$ cat config.mk
export PLATFORM = sky130hd
export DESIGN_NAME = serial_adder_ctrl
export DESIGN_NICKNAME = d
export VERILOG_FILES = /design/src/rtl/serial_adder_ctrl.sv
export SDC_FILE = /design/constraint.sdc
export NUM_CORES = 1
export LEC_CHECK = 0
export BUFFER_PORTS_ARGS = -buffer_cell sky130_fd_sc_hd__buf_2
export CORE_MARGIN = 2
export CORE_UTILIZATION = 35
export CTS_CLUSTER_DIAMETER = 60
export DETAILED_ROUTE_END_ITERATION = 8
export PLACE_DENSITY = 0.56
export SLEW_MARGIN = 0
export SYNTH_ARGS = -nofsm -noshare
export SYNTH_HDL_FRONTEND = slang
export SYNTH_SLANG_ARGS = --single-unit
export TNS_END_PERCENT = 10
$ cat constraint.sdc
create_clock -name clk -period 3.27 [get_ports clk]
set_input_delay 0.327 -clock clk [delete_from_list [all_inputs] [get_ports clk]]
set_output_delay 0.327 -clock clk [all_outputs]
set_load 0.01 [all_outputs]
$ cat src/rtl/serial_adder_ctrl.sv
// serial_adder_ctrl: bit-serial adder sequencing one full-adder cell over a WIDTH-bit operand pair
// Ports: clk, rst (asynchronous, active-high)
//        start, a, b, cin : request and operands; sampled only while idle
//        busy             : high while bits are being added
//        done             : one-cycle pulse, sum/cout/ovf valid
//        sum, cout, ovf   : registered result, held until the next completion
module serial_adder_ctrl #(
    parameter int WIDTH = 8
) (
    input  logic             clk,
    input  logic             rst,
    input  logic             start,
    input  logic [WIDTH-1:0] a,
    input  logic [WIDTH-1:0] b,
    input  logic             cin,
    output logic             busy,
    output logic             done,
    output logic [WIDTH-1:0] sum,
    output logic             cout,
    output logic             ovf
);
    localparam int CW = $clog2(WIDTH + 1);
    typedef enum logic [1:0] {IDLE, RUN, DONE} state_t;
    state_t           state;
    logic [WIDTH-1:0] sa, sb, ps, ps_n;
    logic [CW-1:0]    cnt;
    logic             carry, fs, fc, last;
    always_comb begin
        fs   = sa[0] ^ sb[0] ^ carry;
        fc   = (sa[0] & sb[0]) | (carry & (sa[0] ^ sb[0]));
        // new sum bit enters at the MSB so the LSB lands at bit 0 after WIDTH shifts
        ps_n = (ps >> 1) | (WIDTH'(fs) << (WIDTH - 1));
        last = cnt == CW'(WIDTH - 1);
    end
    always_ff @(posedge clk or posedge rst) begin
        if (rst) begin
            state <= IDLE;
            sa    <= '0;
            sb    <= '0;
            ps    <= '0;
            cnt   <= '0;
            carry <= 1'b0;
            busy  <= 1'b0;
            done  <= 1'b0;
            sum   <= '0;
            cout  <= 1'b0;
            ovf   <= 1'b0;
        end else begin
            case (state)
                IDLE: begin
                    done <= 1'b0;
                    if (start) begin
                        sa    <= a;
                        sb    <= b;
                        carry <= cin;
                        cnt   <= '0;
                        busy  <= 1'b1;
                        state <= RUN;
                    end
                end
                RUN: begin
                    sa    <= sa >> 1;
                    sb    <= sb >> 1;
                    ps    <= ps_n;
                    carry <= fc;
                    cnt   <= cnt + CW'(1);
                    if (last) begin
                        // carry flop still holds the carry into the MSB here
                        sum   <= ps_n;
                        cout  <= fc;
                        ovf   <= carry ^ fc;
                        busy  <= 1'b0;
                        done  <= 1'b1;
                        state <= DONE;
                    end
                end
                default: begin
                    done  <= 1'b0;
                    state <= IDLE;
                end
            endcase
        end
    end
endmodule
### Yosys cells after proc, flatten, opt, wreduce, memory -nomap -nowiden

Cells that the tools add are included.

| cells by class | value |
|---|---|
| reductions and logical operators | 6 |
| muxes and demuxes | 16 |
| bitwise logic cells | 7 |
| add/subtract/negate cells | 1 |
| equality and inequality tests | 4 |

Operators by type and width:

| kind | count |
|---|---|
| $pmux W8 S2 | 2 |
| $mux W8 | 2 |
| $or A7 B8 Y8 | 1 |
| $pmux W4 S2 | 1 |
| $reduce_and A2 Y1 | 3 |
| $mux W1 | 5 |
| $add A4 B1 Y4 const B | 1 |
| $eq A4 B3 Y1 const B | 1 |
| $mux W2 | 2 |
| $mux W4 | 1 |
| $ne A2 B2 Y1 const B | 2 |
| $pmux W1 S2 | 2 |
| $pmux W2 S2 | 1 |
| $reduce_and A3 Y1 | 1 |
| $xor A1 B1 Y1 | 3 |
| $and A1 B1 Y1 | 2 |
| $eq A2 B1 Y1 const B | 1 |
| $logic_not A2 Y1 | 1 |
| $reduce_bool A2 Y1 | 1 |
| $or A1 B1 Y1 | 1 |

| storage, ports and cells | value |
|---|---|
| output and inout bits | 12 |
| bits of input ports | 20 |
| logic and storage cells | 45 |
| bits in registers | 43 |

### Depth between registers and ports, before layout

| depth | value |
|---|---|
| depth after elaboration | 4 |
| gate-level depth with buffers | 5 |
| gate-level depth less buffers | 4 |

### Worst setup path after synthesis

No wires, ideal clock.

| path | value |
|---|---|
| path kind | flip-flop to flip-flop |
| start point | register cnt[0] |
| end point | register cout |
| arrival | 1.244 ns |
| buffers on the path | 1 |
| setup time | 0.125 ns |
| setup slack | 1.901 ns |
| required time | 3.145 ns |
| clock period less this slack | 1.369 ns |
| stages on the path, launching flop included | 6 |
| path through | dfrtp_1 > ha_1 > nand3b_1 > nor2_4 > buf_12 > mux2_4 |

| between the ends | value |
|---|---|
| longest elaborated chain between the ends | 2 |

RTL lines:

| item | line | text |
|---|---|---|
| from (decl) | 26 | `logic [CW-1:0] cnt;` |
| from (signal assigned) | 66 | `cnt <= cnt + CW'(1);` |
| $eq A4 B3 Y1 | 33 | `last = cnt == CW'(WIDTH - 1);` |
| $reduce_and A2 Y1 (no line) | n/a |  |
| to (signal assigned) | 46 | `cout <= 1'b0;` |
| to (signal assigned) | 70 | `cout <= fc;` |
| to (decl) | 19 | `output logic cout,` |

Every way passes these cells.
A chain may end at the register's enable or synchronous reset.

### Worst setup path in the final report

| path | value |
|---|---|
| start point | register state[1] |
| end point | register sum[4] |

| between the ends | value |
|---|---|
| longest elaborated chain between the ends | 2 |

RTL lines:

| item | line | text |
|---|---|---|
| from (decl) | 24 | `state_t state;` |
| from (signal assigned) | 37 | `state <= IDLE;` |
| from (signal assigned) | 58 | `state <= RUN;` |
| from (signal assigned) | 74 | `state <= DONE;` |
| $eq A2 B1 Y1 | 49 | `case (state)` |
| $reduce_and A2 Y1 (no line) | n/a |  |
| to (signal assigned) | 69 | `sum <= ps_n;` |
| to (decl) | 18 | `output logic [WIDTH-1:0] sum,` |

Every way passes these cells.

==> flow_summary.yaml <==
status:
  status: "finished, final reports clean"
route:
  drc_errors: 0
  drt_wl_total_um: 3450
  antenna_left: 0
  vias_per_cell: 4.74
  vias: 1295
  first_pass_iters: 4
  wl_per_cell_um: 12.6
  first_iter_violations: 82
timing:
  finClkSkew_ns: 0.00910
  rsz0062_at_grt: "false"
  fmax_mhz: 502
  slew_viol_final: 0
  post-route-period-util: 0.609
  setup_tns_ns: 0
  setup_viol: 0
  finalHoldViolCount: 0
  period_needed_ns: 1.99
  relSlewSlack: 0.455
  worst_pin_slew_ns: 0.817
yosys:
  yosys.area_share.adder: 0.0174
  ys_warn_count: 0
  synth-seq-cells: 42
  synth_ff_type: "dfrtp_1"
  synth-xor-area-share: 0.00469
  yosys-top-cells-count: "dfrtp_1 (42), nand2_1 (40), o21ai_0 (18), mux2_4 (9)"
  synthCells: 171
  synth_compound_area_frac: 0.137
  ys_types: 31
  synth.largest_area_cell: "dfrtp_1"
  async_flop_share: 1.00
  avgSynthCellArea_um2: 10.9
  synthTopCellsByArea: "dfrtp_1 (56%), nand2_1 (8.0%), mux2_4 (7.2%)"
  yosysTopAreaCellShare: 0.562
  synth_edf_count: 0
  synth.area.mux_share: 0.0783
  synth.cell_area_um2: 1870
  synth_nets: 193
  yosysMostFrequentCell: "dfrtp_1"
  synth_top_family_by_area: "simple AND/OR/NAND/NOR gates"
  seq_area_frac_synth: 0.562
  synth_simple_gate_area_share: 0.156
grt:
  track_usage: 0.126
  antenna_found_initial: 0
  grt_max_degree: 27
  grt_pass1_vias: 1273
  grt_remaining_overflow: 0
  grt_pass1_wl_um: 5890
clocking:
  h-tree-depth: 2
  cts_resized: 0
  clk_latency_ns: 0.29
  clk_pin_slew_ns: 0.09
  cts_tree: "yes"
  cts_root_buffer: "clkbuf_8"
  cts_sinks: 42
  cts_hold_buffers: 0
  cts_buffers: 5
  postCtsSetupBuffers: 0
  cts_max_path_buffers: 2
floorplanning:
  die_h_um: 77.1
  die_w_um: 77.1
  dieArea_um2: 5940
  start_util: 0.364
  rows: 26
  coreArea_um2: 5140
  io_pins: 32
setup_path:
  startpoint_type: "flip-flop"
  crit_chain: "nand2b_1 > nor2_4 > mux2_2"
  critPathBufInv: 0
  worst_setup_path_end_kind: "flip-flop"
  path_class: "reg2reg"
  slowest_stage: "dfrtp_1"
  cpPeakStageDelay_ns: 0.60
  rr_worst_depth: 3
  r2r_start: "state[1]$_DFFE_PP0P_"
  critPathMaxFanout: 21
  ff2ff_setup_slack_ns: 1.28
  critPathTopFamily: "simple AND/OR/NAND/NOR gates"
  critical_path_arrival_ns: 2.18
  crit_required_ns: 3.46
  r2r_end: "sum[4]$_DFFE_PP0P_"
layout:
  nets: 224
  antennaDiodeCount: 0
  register_area_um2: 1050
  final.fill_count: 545
  multiInputGateArea_um2: 736
  layout-drive-gt1-share: 0.261
  area_growth_pct: 17.7
placed_design:
  dp_hpwl_um: 2330
  place_congestion: 0.706
  portBuffers: 31
pwr:
  total_power_mw: 2.07
  leakage_nw: 1.08
  p_per_area_nw_per_um2: 940
  ir_drop_mv: 0.283
hold_path:
  holdCritPathClass: "in2async"
job:
  drv_cap: 0
metal layers:
layer	wire [µm]	share of wire	GRT usage	vias to the layer above
li1	-	-	-	649
met1	1790	0.52	0.168	616
met2	1490	0.43	0.196	25
met3	109	0.032	0.0329	5
met4	67	0.019	0.0536	0
met5	0	0	0	-
stage by stage:
stage	area, µm²	util	setup slack, ns	std cells	hold slack, ns
floorplan	1870	-	1.90	171	0.442
global placement	2060	0.401	1.31	265	0.458
detailed placement	2060	0.401	1.29	265	0.472
CTS	2200	0.428	1.28	273	0.206
global route	2200	0.428	1.12	273	0.244
finish	2200	0.428	1.28	273	0.180
cells by family (layout without fill, tap and decap cells):
logic type	Yosys count	after routing
buffers and inverters	13	45
AOI/OAI and AO/OA	43	43
adders and majority gates	2	2
DFF	42	42
muxes	10	10
and+or+nand+nor	60	60
xor gates and xnor gates	1	1
worst max path at each step:
stage	end	startpoint	cells after the start	slack, ns
6_report	sum[4]$_DFFE_PP0P_	state[1]$_DFFE_PP0P_	3	1.28
5_1_grt	sum[4]$_DFFE_PP0P_	state[1]$_DFFE_PP0P_	3	1.12
4_1_cts	sum[4]$_DFFE_PP0P_	state[1]$_DFFE_PP0P_	3	1.28
3_5_place_dp	sum[4]$_DFFE_PP0P_	state[1]$_DFFE_PP0P_	3	1.29
3_3_place_gp	sum[4]$_DFFE_PP0P_	state[1]$_DFFE_PP0P_	3	1.31
2_1_floorplan	cout$_DFFE_PP0P_	cnt[0]$_DFFE_PP0P_	5	1.90
cell type report:
cell class | count | area share
clock inverter | 3 | 0.0313
inverter | 3 | 0.00512
clock buffer | 5 | 0.0313
timing repair buffer | 34 | 0.0807
multi-input combinational | 116 | 0.334
sequential | 42 | 0.478
tap | 70 | 0.0398
where the power goes:
part	switching, mW	internal, mW	total, mW
Sequential	0.143	0.731	0.874
Combinational	0.373	0.333	0.705
Clock	0.184	0.306	0.489
layout by cell type (no fill, tap or decap), types with 2 or more instances in the layout:
master / Yosys / final
and2_1: 7 / 7
bufinv_16: 0 / 2
a22oi_1: 6 / 6
buf_4: 1 / 3
inv_1: 3 / 3
mux2_4: 9 / 9
dfrtp_1: 42 / 42
a31oi_1: 6 / 6
nor3b_1: 2 / 2
a22o_1: 3 / 3
buf_2: 5 / 31
and3b_1: 4 / 4
clkbuf_8: 0 / 5
o21ai_0: 18 / 18
a21oi_1: 7 / 7
nand2_1: 40 / 40
flip-flops by register name, indices dropped and copies added (netlist names):
| register | flops |
|---|---|
| busy | 1 |
| carry | 1 |
| cnt | 4 |
| cout | 1 |
| done | 1 |
| ovf | 1 |
| ps | 7 |
| sa | 8 |
| sb | 8 |
| state | 2 |
| sum | 8 |
No activity file was read; power rests on OpenSTA's default activity.
